`config.mk`:
```
export PLATFORM = sky130hd
export DESIGN_NAME = imem_loader
export DESIGN_NICKNAME = d
export VERILOG_FILES = /design/src/rtl/imem_loader_pkg.sv /design/src/rtl/imem_loader_frame_timeout.sv /design/src/rtl/imem_loader.sv
export SDC_FILE = /design/constraint.sdc
export NUM_CORES = 1
export LEC_CHECK = 0
export CORE_AREA = 3 3 132 134
export DETAILED_ROUTE_END_ITERATION = 10
export DIE_AREA = 0 0 135 137
export HOLD_SLACK_MARGIN = 0.12
export SLEW_MARGIN = 10
export SYNTH_ARGS = -nofsm -noshare
export SYNTH_HDL_FRONTEND = slang
export SYNTH_SLANG_ARGS = --single-unit
```
`constraint.sdc`:
```
create_clock -name clk -period 6 [get_ports clk]
set_input_delay 1.2 -clock clk [delete_from_list [all_inputs] [get_ports clk]]
set_output_delay 1.2 -clock clk [all_outputs]
set_load 0.01 [all_outputs]
```
`src/rtl/imem_loader_pkg.sv`:
```
// rtl/imem_loader_pkg.sv - shared encodings and widths for the instruction-memory loader
package imem_loader_pkg;

  localparam logic [7:0] DEFAULT_SYNC_BYTE = 8'hA5;
  localparam int         HDR_W             = 8;
  localparam int         CSUM_W            = 8;
  localparam int         ADDR_W            = 8;
  localparam int         WORD_W            = 16;

  localparam logic [3:0] ST_IDLE  = 4'd0;
  localparam logic [3:0] ST_COUNT = 4'd1;
  localparam logic [3:0] ST_ADDR  = 4'd2;
  localparam logic [3:0] ST_HI    = 4'd3;
  localparam logic [3:0] ST_LO    = 4'd4;
  localparam logic [3:0] ST_WRITE = 4'd5;
  localparam logic [3:0] ST_CSUM  = 4'd6;
  localparam logic [3:0] ST_DONE  = 4'd7;
  localparam logic [3:0] ST_ERR   = 4'd8;

  typedef enum logic [3:0] {
    S_IDLE  = ST_IDLE,
    S_COUNT = ST_COUNT,
    S_ADDR  = ST_ADDR,
    S_HI    = ST_HI,
    S_LO    = ST_LO,
    S_WRITE = ST_WRITE,
    S_CSUM  = ST_CSUM,
    S_DONE  = ST_DONE,
    S_ERR   = ST_ERR
  } state_e;

  // Byte-accepting states; the one-cycle WRITE/DONE/ERR states stall the stream.
  function automatic logic state_ready(input state_e s);
    return !(s inside {S_WRITE, S_DONE, S_ERR});
  endfunction

  // States waiting on the host, where an idle gap counts toward a timeout.
  function automatic logic state_timed(input state_e s);
    return s inside {S_COUNT, S_ADDR, S_HI, S_LO, S_CSUM};
  endfunction

endpackage

```
`src/rtl/imem_loader_frame_timeout.sv`:
```
// rtl/imem_loader_frame_timeout.sv - idle-gap counter that flags a stalled frame
module frame_timeout #(
  parameter int CYCLES = 1024
) (
  input  logic clk,
  input  logic reset,
  input  logic enable,
  input  logic kick,
  output logic expired
);

  localparam int             CW    = $clog2(CYCLES + 1);
  localparam logic [CW-1:0]  LIMIT = CW'(CYCLES);

  logic [CW-1:0] cnt_q, cnt_d;

  // Saturates at the limit so expired stays asserted until the FSM leaves.
  always_comb begin
    cnt_d = cnt_q;
    if (!enable || kick) begin
      cnt_d = '0;
    end else if (cnt_q != LIMIT) begin
      cnt_d = cnt_q + 1'b1;
    end
  end

  always_ff @(posedge clk or negedge reset) begin
    if (!reset) begin
      cnt_q <= '0;
    end else begin
      cnt_q <= cnt_d;
    end
  end

  assign expired = enable && (cnt_q == LIMIT);

endmodule

```
`src/rtl/imem_loader.sv`:
```
// rtl/imem_loader.sv - framed byte stream to 16-bit instruction-memory writes, holds the core while loading
module imem_loader
  import imem_loader_pkg::*;
#(
  parameter logic [7:0] SYNC_BYTE        = DEFAULT_SYNC_BYTE,
  parameter int         TIMEOUT_CYCLES   = 1024,
  parameter logic       HOLD_AFTER_RESET = 1'b1
) (
  input  logic              clk,
  input  logic              reset,
  input  logic              in_valid,
  input  logic [HDR_W-1:0]  in_data,
  output logic              in_ready,
  output logic              imem_we,
  output logic [ADDR_W-1:0] imem_addr,
  output logic [WORD_W-1:0] imem_wdata,
  output logic              cpu_hold,
  output logic              load_done,
  output logic              load_err
);

  state_e              state_q, state_d;
  logic [ADDR_W-1:0]   addr_q, addr_d;
  logic [HDR_W-1:0]    count_q, count_d;
  logic [7:0]          hi_q, hi_d;
  logic [CSUM_W-1:0]   csum_q, csum_d;
  logic                in_ready_q, in_ready_d;
  logic                imem_we_q, imem_we_d;
  logic [ADDR_W-1:0]   imem_addr_q, imem_addr_d;
  logic [WORD_W-1:0]   imem_wdata_q, imem_wdata_d;
  logic                cpu_hold_q, cpu_hold_d;
  logic                load_done_q, load_done_d;
  logic                load_err_q, load_err_d;

  logic                xfer;
  logic                expired;
  logic [CSUM_W-1:0]   csum_final;

  assign xfer = in_valid && in_ready_q;

  frame_timeout #(
    .CYCLES (TIMEOUT_CYCLES)
  ) u_timeout (
    .clk     (clk),
    .reset   (reset),
    .enable  (state_timed(state_q)),
    .kick    (xfer),
    .expired (expired)
  );

  always_comb begin
    state_d      = state_q;
    addr_d       = addr_q;
    count_d      = count_q;
    hi_d         = hi_q;
    csum_d       = csum_q;
    imem_we_d    = 1'b0;
    imem_addr_d  = imem_addr_q;
    imem_wdata_d = imem_wdata_q;
    cpu_hold_d   = cpu_hold_q;
    load_done_d  = 1'b0;
    load_err_d   = load_err_q;
    csum_final   = csum_q + in_data;

    case (state_q)
      S_IDLE: begin
        if (xfer && (in_data == SYNC_BYTE)) begin
          state_d    = S_COUNT;
          cpu_hold_d = 1'b1;
          load_err_d = 1'b0;
          csum_d     = '0;
        end
      end
      S_COUNT: begin
        if (expired) begin
          state_d = S_ERR;
        end else if (xfer) begin
          count_d = in_data;
          csum_d  = csum_final;
          state_d = S_ADDR;
        end
      end
      S_ADDR: begin
        if (expired) begin
          state_d = S_ERR;
        end else if (xfer) begin
          addr_d  = in_data;
          csum_d  = csum_final;
          state_d = S_HI;
        end
      end
      S_HI: begin
        if (expired) begin
          state_d = S_ERR;
        end else if (xfer) begin
          hi_d    = in_data;
          csum_d  = csum_final;
          state_d = S_LO;
        end
      end
      S_LO: begin
        if (expired) begin
          state_d = S_ERR;
        end else if (xfer) begin
          csum_d       = csum_final;
          imem_we_d    = 1'b1;
          imem_addr_d  = addr_q;
          imem_wdata_d = {hi_q, in_data};
          state_d      = S_WRITE;
        end
      end
      S_WRITE: begin
        // COUNT of zero wraps through 255 and so yields 256 words.
        addr_d  = addr_q + 8'd1;
        count_d = count_q - 8'd1;
        state_d = (count_q == 8'd1) ? S_CSUM : S_HI;
      end
      S_CSUM: begin
        if (expired) begin
          state_d = S_ERR;
        end else if (xfer) begin
          state_d = (csum_final == '0) ? S_DONE : S_ERR;
        end
      end
      S_DONE:  state_d = S_IDLE;
      S_ERR:   state_d = S_IDLE;
      default: state_d = S_IDLE;
    endcase

    // Status outputs are registered against the state being entered.
    if (state_d == S_DONE) begin
      load_done_d = 1'b1;
      cpu_hold_d  = 1'b0;
    end
    if (state_d == S_ERR) begin
      load_err_d = 1'b1;
    end
    in_ready_d = state_ready(state_d);
  end

  always_ff @(posedge clk or negedge reset) begin
    if (!reset) begin
      state_q      <= S_IDLE;
      addr_q       <= '0;
      count_q      <= '0;
      hi_q         <= '0;
      csum_q       <= '0;
      in_ready_q   <= 1'b0;
      imem_we_q    <= 1'b0;
      imem_addr_q  <= '0;
      imem_wdata_q <= '0;
      cpu_hold_q   <= HOLD_AFTER_RESET;
      load_done_q  <= 1'b0;
      load_err_q   <= 1'b0;
    end else begin
      state_q      <= state_d;
      addr_q       <= addr_d;
      count_q      <= count_d;
      hi_q         <= hi_d;
      csum_q       <= csum_d;
      in_ready_q   <= in_ready_d;
      imem_we_q    <= imem_we_d;
      imem_addr_q  <= imem_addr_d;
      imem_wdata_q <= imem_wdata_d;
      cpu_hold_q   <= cpu_hold_d;
      load_done_q  <= load_done_d;
      load_err_q   <= load_err_d;
    end
  end

  assign in_ready   = in_ready_q;
  assign imem_we    = imem_we_q;
  assign imem_addr  = imem_addr_q;
  assign imem_wdata = imem_wdata_q;
  assign cpu_hold   = cpu_hold_q;
  assign load_done  = load_done_q;
  assign load_err   = load_err_q;

endmodule

```
==> results_dict.tcl, run 1 <==
set metrics [dict create \
    status "finished clean" \
    antenna_cells 0 \
    async_flop_share 1.00 \
    syn_area_um2 4080 \
    min_path_type "flop to flop" \
    io_pins 40 \
    fin_crit_sh 0.615 \
    top_usage_layer "met2" \
    antenna_found_initial 0 \
    final_common_cell "dfrtp_1" \
    ys_seq_area_frac 0.467 \
    totalWireLength_um 9850 \
    cts_tree "yes" \
    skew_ps 8.27 \
    grt_pass1_wl_um 16400 \
    synth.area.top_cells "dfrtp_1, mux2_2, ha_1" \
    syn_to_final_growth_pct 22.1 \
    cp_slowest_cell "clkdlybuf4s50_1" \
    synthCells 387 \
    fp-row-count 47 \
    track_usage 0.113 \
    numCtsBuffers 9 \
    die_area_um2 18500 \
    tightest_slew_ps 991 \
    grt_setup_unrepaired "no" \
    dr.pass1.iters 6 \
    p_total_mw 2.47 \
    grt_use_met3 0.0257 \
    drtIter0Drc 254 \
    dp_cells 634 \
    synthesis.nets 411 \
    grt_pass1_vias 3128 \
    fmax_mhz 271 \
    crit_fanout 7 \
    yosysTopAreaCell "dfrtp_1" \
    grt_max_degree 77 \
    dieWidth_um 135 \
    dpl.hpwl_um 6890 \
    p_leak_nw 2.02 \
    path_cells "clkdlybuf4s50_1, ha_1, fa_1, a211oi_2, o21ba_2, o221ai_2, or3_1, nor4_1" \
    final_cell_mix "dfrtp_1, mux2_2, clkdlybuf4s50_1" \
    layout-drive-gt1-share 0.177 \
    overflow 0 \
    end_kind "flop" \
    met1_usage 0.148 \
    hold_ws_ps 503 \
    power_density_nw_per_um2 497 \
    peakVddDrop_uv 229 \
    vias 3136 \
    finalNonFillerCells 650 \
    synth_top_area_share 0.460 \
    critPathLaunchType "input port" \
    clock_latency_ps 340 \
    routed_via_density 4.82 \
    final_nets 449 \
    core_area_um2 16400 \
    gp_congestion 0.850 \
    clock-sinks 76 \
    grt_util_met2 0.183 \
    clock_path_buffers 2 \
    postCtsSetupRepairBufs 0 \
    ys_types 64 \
    synth-edff-count 0 \
    avgRoutedWirePerCell_um 15.2 \
    synthFlopType "dfrtp_1" \
    cp_data_arrival_time_ps 3920 \
    root_buffer "clkbuf_16" \
    cts_resized 0 \
    slew_headroom 0.338 \
    tns_ps 0 \
    setup_viol 0 \
    clk_pin_slew_ps 60 \
    hold_viol 0 \
    avgSynthCellArea_um2 10.5 \
    die_h_um 137 \
    maxSlewViolCount 0 \
    hold_buffers 0 \
    post-route-util 0.303 \
    ys_seq_elements 76 \
    ys_warn_count 0 \
    criticalPathCategory "input port to flop" \
    drtAntennaViolNets 0 \
    initial_utilization 0.248 \
    cp.required_ps 6230 \
    htreeDepth 3 \
    period_needed_ps 3690 \
    max-cap-violations 0 \
    route.detailed.drc 0 \
    slowest_delay_ps 540 \
    fillerInstances 1656 \
    port_buffers 39 \
]
[worst max-delay path: cells and delay by family]
| family | cells | cell delay (ps) |
|---|---|---|
| and+or+nand+nor | 2 | 770 |
| adders and majority gates | 2 | 750 |
| AOI/OAI and AO/OA | 3 | 650 |
| buffers and inverters | 1 | 540 |
[cell families after synthesis]
kind of cell | count (synthesis) | synth area share
buf+inv | 22 | 0.0258
compound gates | 84 | 0.148
mux | 41 | 0.113
simple gates | 138 | 0.177
flops | 76 | 0.467
fa+ha+maj | 14 | 0.0442
xor+xnor | 12 | 0.0258
[sequential cells by signal, summed over array words and instances, names as in the netlist]
name             cells
state_q              4
load_done            1
load_err             1
imem_wdata          16
imem_addr            8
addr_q               8
cpu_hold             1
imem_we              1
csum_q               8
in_ready             1
count_q              8
hi_q                 8
u_timeout.cnt_q     11
[path summary, 6_finish.rpt]
path / slack, ps / startpoint / depth (start not counted) / to
worst min-delay path: 500 / hi_q[2] / 1 / imem_wdata[10]
worst max-delay path: 2310 / in_data[0] / 8 / load_done
min in group asynchronous: 1020 / reset / 1 / imem_addr[6]
worst max register to register: 3220 / u_timeout.cnt_q[0] / 7 / hi_q[3]
worst min register to register: 500 / hi_q[2] / 1 / imem_wdata[10]
max in group asynchronous: 4350 / reset / 1 / u_timeout.cnt_q[4]
[synthesized netlist by cell type (all sizes together), types with 4 or more instances]
master and n:
and3 8, nand4 4, o21ai 16, o21a 4, nand3 14, o211ai 4
mux2 39, buf 9, clkbuf 4, nor2 33, ha 12, xnor2 5
xor2 7, o22ai 6, nand2 31, nand3b 4, dfrtp 75, nor4b 4
inv 9, nand2b 6, nor3 13, nor4 4, o31ai 4, a21oi 26
[final cells by class]
cell class / instances / area, µm² / share of cell area
multi-input combinational: 289 / 2070 / 0.416
clock inverter: 6 / 62.6 / 0.0126
tap: 220 / 275 / 0.0553
timing repair buffer: 40 / 395 / 0.0794
inverter: 9 / 33.8 / 0.00679
clock buffer: 10 / 239 / 0.0480
sequential: 76 / 1900 / 0.382
[power by group]
group | total [mW] | switching (mW) | internal, mW | leakage [nW]
Sequential | 0.885 | 0.170 | 0.714 | 0.945
Combinational | 1.03 | 0.509 | 0.526 | 0.918
Clock | 0.553 | 0.220 | 0.333 | 0.153
[per-layer routing]
metal,vias up,routed length [µm]
li1,1495,-
met1,1557,4580
met2,71,4780
met3,13,364
met4,0,123
met5,-,0
[stage by stage]
stage	instance area, µm²	setup slack [ps]
after global routing	4980	2180
after floorplan	4080	2840
after global placement	4680	2070
after CTS	4980	2300
final	4980	2310
after detailed placement	4680	1980
Power figures use the tool's default switching activity.
==> run 2: changes to the inputs <==
==> constraint.sdc (replaced) <==
create_clock -name clk -period 3.45 [get_ports clk]
set_input_delay 0.69 -clock clk [delete_from_list [all_inputs] [get_ports clk]]
set_output_delay 0.69 -clock clk [all_outputs]
set_load 0.01 [all_outputs]
==> run 2 against run 1 <==
Via count shrank 0.38%. Sequential share of layout area is 0.75 points lower. Critical path depth unchanged. Core utilization is 0.61 points higher. Hold slack got worse by 15 ps. Sequential power is 74% higher. Flip-flop and latch count unchanged. Critical endpoint unchanged. Largest power group unchanged.
==> results_dict.tcl, run 2 (synthesis results as in run 1) <==
set metrics [dict create \
    status "finished clean" \
    htreeDepth 3 \
    root_buffer "clkbuf_16" \
    grt_pass1_wl_um 16500 \
    max-cap-violations 0 \
    hold_viol 0 \
    peakVddDrop_uv 538 \
    die_h_um 137 \
    route.detailed.drc 0 \
    tightest_slew_ps 970 \
    antenna_cells 0 \
    cts_tree "yes" \
    period_needed_ps 3040 \
    syn_to_final_growth_pct 24.6 \
    port_buffers 39 \
    critPathLaunchType "input port" \
    clk_pin_slew_ps 60 \
    core_area_um2 16400 \
    totalWireLength_um 10000 \
    postCtsSetupRepairBufs 0 \
    cp-startpoint "in_data[0]" \
    final_nets 459 \
    end_kind "flop" \
    p_leak_nw 2.07 \
    clock-sinks 76 \
    final_cell_mix "dfrtp_1, mux2_2, clkdlybuf4s50_1" \
    slew_headroom 0.353 \
    min_path_type "input port to async pin" \
    fin_crit_sh 0.880 \
    antenna_found_initial 0 \
    track_usage 0.114 \
    grt_pass1_vias 3015 \
    maxSlewViolCount 0 \
    fmax_mhz 329 \
    io_pins 40 \
    avgRoutedWirePerCell_um 15.2 \
    drtAntennaViolNets 0 \
    vias 3124 \
    cts_resized 0 \
    setup_viol 0 \
    overflow 0 \
    grt_setup_unrepaired "no" \
    skew_ps 9.08 \
    cp.required_ps 3650 \
    largest_register_ffs 16 \
    clock_path_buffers 2 \
    dr.pass1.iters 4 \
    numCtsBuffers 9 \
    fp-row-count 47 \
    hold_buffers 0 \
    die_area_um2 18500 \
    criticalPathCategory "input port to flop" \
    placed_cell_area_um2 4750 \
    tns_ps 0 \
    final_common_cell "dfrtp_1" \
    dieWidth_um 135 \
    routed_via_density 4.73 \
    dpl.hpwl_um 7170 \
    drtIter0Drc 156 \
    rr_startpoint "u_timeout.cnt_q[0]" \
    grt_max_degree 77 \
    layout-drive-gt1-share 0.193 \
    power_density_nw_per_um2 862 \
    crit_fanout 3 \
    clock_latency_ps 340 \
    finalInstanceArea_um2 5080 \
    gp_congestion 0.862 \
    cp_data_arrival_time_ps 3240 \
    initial_utilization 0.248 \
]
## run 2: cell types whose count changed in the layout (fill, tap and decap cells not counted)
cell       change
clkbuf_1       +1
clkbuf_8       -1
inv_8          +1
clkinv_4       +2
bufinv_16      +1
buf_4         +10
clkinv_2       -3
inv_6          -1
## run 2: power breakdown
group	internal [mW]	switching, mW	total (mW)
registers	1.24	0.297	1.54
logic	0.926	0.881	1.81
clock network	0.642	0.386	1.03
## run 2: metal layers
layer  global-route usage  share of wire  vias to the layer above
met3               0.0342          0.049                        6
met5                    0              0                        -
met4               0.0241          0.010                        0
li1                     -              -                     1517
met1                0.151           0.45                     1526
met2                0.185           0.49                       75
## run 2: through the flow
step                setup WS [ps]  utilization  hold slack (ps)  instances  total power, mW
floorplan                     795            -              394        387             2.72
global placement              248        0.290              486        644             3.32
detailed placement            112        0.290              492        644             3.36
CTS                           450        0.309              507        660             4.41
global route                  234        0.309              514        660             4.68
finish                        413        0.309              488        660             4.38
## run 2: worst max-delay path, stage by stage
cell	delay, ps
clkdlybuf4s50_1	450
ha_1	270
fa_1	420
a211oi_2	270
o21ba_2	200
o221ai_2	110
or3_1	440
nor4_1	390
## run 2: layout make-up
type | count | area, µm²
Timing Repair Buffer | 50 | 470
Inverter | 9 | 33.8
Tap cell | 220 | 275
Multi-Input combinational cell | 289 | 2070
Clock buffer | 10 | 229
Fill cell | 1659 | 11300
Clock inverter | 6 | 97.6
Sequential cell | 76 | 1900
## run 2: path summary, 6_finish.rpt
kind	to	slack (ps)	cells after the start
setup / recovery	load_done	410	8
min in group clk	imem_wdata[9]	500	1
setup reg to reg	hi_q[4]	870	8
hold / removal	imem_addr[7]	490	1
max in group asynchronous	u_timeout.cnt_q[10]	2310	1
hold reg to reg	imem_wdata[9]	500	1
==> variant: new RTL, settings of run 2 <==
Take the reset off `imem_addr_q` and load it in a clocked block of its own.
--- a/src/rtl/imem_loader.sv
+++ b/src/rtl/imem_loader.sv
@@ -148,5 +148,4 @@
       in_ready_q   <= 1'b0;
       imem_we_q    <= 1'b0;
-      imem_addr_q  <= '0;
       imem_wdata_q <= '0;
       cpu_hold_q   <= HOLD_AFTER_RESET;
@@ -161,5 +160,4 @@
       in_ready_q   <= in_ready_d;
       imem_we_q    <= imem_we_d;
-      imem_addr_q  <= imem_addr_d;
       imem_wdata_q <= imem_wdata_d;
       cpu_hold_q   <= cpu_hold_d;
@@ -167,4 +165,8 @@
       load_err_q   <= load_err_d;
     end
+  end
+
+  always_ff @(posedge clk) begin
+    imem_addr_q <= imem_addr_d;
   end
 
Check against the original RTL: not equivalent (a bounded check fails within 10 cycles, from zero or initial values and one cycle with reset low; the reset may be asserted at any time).
==> variant against run 2 <==
- area after synthesis shrank 3.6%
- utilization shrank 1.1 points
- sequential cell count is the same
- final area shrank 3.4%
- wire length shrank 5.7%
- setup slack lost 0.047 ns
- clock power shrank 6%
- clock skew grew 0.0012 ns
- non-clock buffer count is the same
- power shrank 9.5%
==> variant: results (changes against run 2) <==
route:
  vias_per_cell: 4.62  # -2.3%
  drt_iter0_markers: 268  # +72%
  routed_wl_um: 9440  # -5.7%
pwr:
  p_leak_nw: 2.05  # -0.91%
  vdd_ir_drop_max_uv: 317  # -41%
global_route:
  grt_first_pass_wirelength_um: 15900  # -3.9%
  grt_max_degree: 69  # -10%
  track_usage_pct: 10.7  # -0.64 points
  grt_pass1_vias: 3105  # +3.0%
cells_and_area:
  drive_above_1_share_pct: 13.2  # -6.1 points
  final_nets: 480  # +4.6%
  nFillCells: 1685  # +1.6%
  largest_reg_flops: 16  # unchanged
  antenna_cells: 0  # unchanged
status:
  status: "complete, no violations"
logic_synthesis:
  synth_area_leaders: "dfrtp_1, nand2_1, edfxtp_1, a21oi_1, ha_1"
  syn-num-nets: 433  # +5.4%
  yosys-top-cells-count: "nand2_1, dfrtp_1, a21oi_1"
  synthDistinctLibCells: 69  # +7.8%
  ys_seq_area_share_pct: 49.4  # +2.8 points
  ys_warn_count: 0  # unchanged
  synth-edff-count: 8  # +8
  synth-async-reset-ratio_pct: 89.5  # -11 points
sta:
  max_slew_margin_pct: 42.0  # +6.7 points
  fin_skew_ns: 0.0102  # +0.00116 ns
setup_path:
  cp.arrival_ns: 3.30  # +0.06 ns
  cp_max_fo: 5  # +2
clock_tree:
  numCtsBuffers: 9  # unchanged
  path_clk_slew_ns: 0.07
  cts_resized: 0  # unchanged
  cts_max_level: 3  # unchanged
  cts_buffer_depth: 2  # unchanged
  post_cts_buffers: 0  # unchanged
place:
  pre_cts_slack_ns: 0.0273  # -0.0843 ns
  port_buffers: 39  # unchanged
  hpwl_um: 6860  # -4.4%
  gp_congestion: 0.846  # -1.8%
worst_hold_path:
  hold_class: "flop to flop"
[variant: cell count changes after synthesis, moves of 4 or more]
cell      change
edfxtp_1      +8
nand2_1      +50
mux2_2       -31
a21oi_1      +11
dfrtp_1       -8
nand2b_1      -4
o22ai_1       -4
nand3b_1      -4
nor3_1        -8
o21ai_0      +13
[variant: worst paths after layout]
kind,startpoint,end,slack (ns),depth (start not counted)
worst max-delay path,in_data[0],load_err$_DFFE_PN0P_,0.37,9
worst min-delay path,hi_q[5]$_DFFE_PN0P_,imem_wdata[13]$_DFFE_PN0P_,0.47,2
worst max register to register,csum_q[0]$_DFFE_PN0P_,load_err$_DFFE_PN0P_,0.81,8
worst min register to register,hi_q[5]$_DFFE_PN0P_,imem_wdata[13]$_DFFE_PN0P_,0.47,2
max in group asynchronous,reset,count_q[0]$_DFFE_PN0P_,2.31,2
min in group asynchronous,reset,imem_we$_DFF_PN0_,0.53,2
[variant: per-stage QoR]
stage	instances	hold slack, ns	cell area, sq um
floorplan	409	0.394	3930
global placement	665	0.453	4600
detailed placement	665	0.459	4600
CTS	681	0.476	4900
global route	681	0.494	4900
finish	681	0.471	4900
[variant: logic make-up after synthesis]
family	Yosys count	synth area share, %
AO/OA/AOI/OAI	102	16.6
XOR/XNOR	11	2.45
multiplexers	8	2.29
adder cells (fa/ha/maj)	14	4.58
buffers and inverters	25	2.99
AND/OR/NAND/NOR	173	21.6
flip-flops	76	49.4
[variant: critical path: stages]
cell and delay (ns):
clkdlybuf4s50_1 0.43, ha_1 0.27, fa_1 0.43, a211oi_2 0.29, o21ba_1 0.23, o22ai_2 0.11
nor4_4 0.34, nand3_2 0.16, a221o_1 0.35
[variant: report_power, final]
group | total [W] | switching [W] | leakage [nW] | internal (W)
registers | 0.00153 | 0.000288 | 0.921 | 0.00124
clock network | 0.000965 | 0.000393 | 0.149 | 0.000572
logic | 0.00147 | 0.000791 | 0.980 | 0.000678
[variant: final cells by class]
class                   instances  area share (%)
repair buffers                 50            9.54
inverters                      11           0.842
well taps                     220            5.61
multi-input cells             308            38.1
flip-flops and latches         76            39.6
clock inverters                 7            1.66
clock buffers                   9            4.59
[variant: metal layers]
layer,vias up,global-route usage [%],routed length (um)
met4,0,3.92,204
met5,-,0,0
met1,1509,13.8,4360
met2,75,17.0,4380
met3,16,3.31,500
li1,1549,-,-
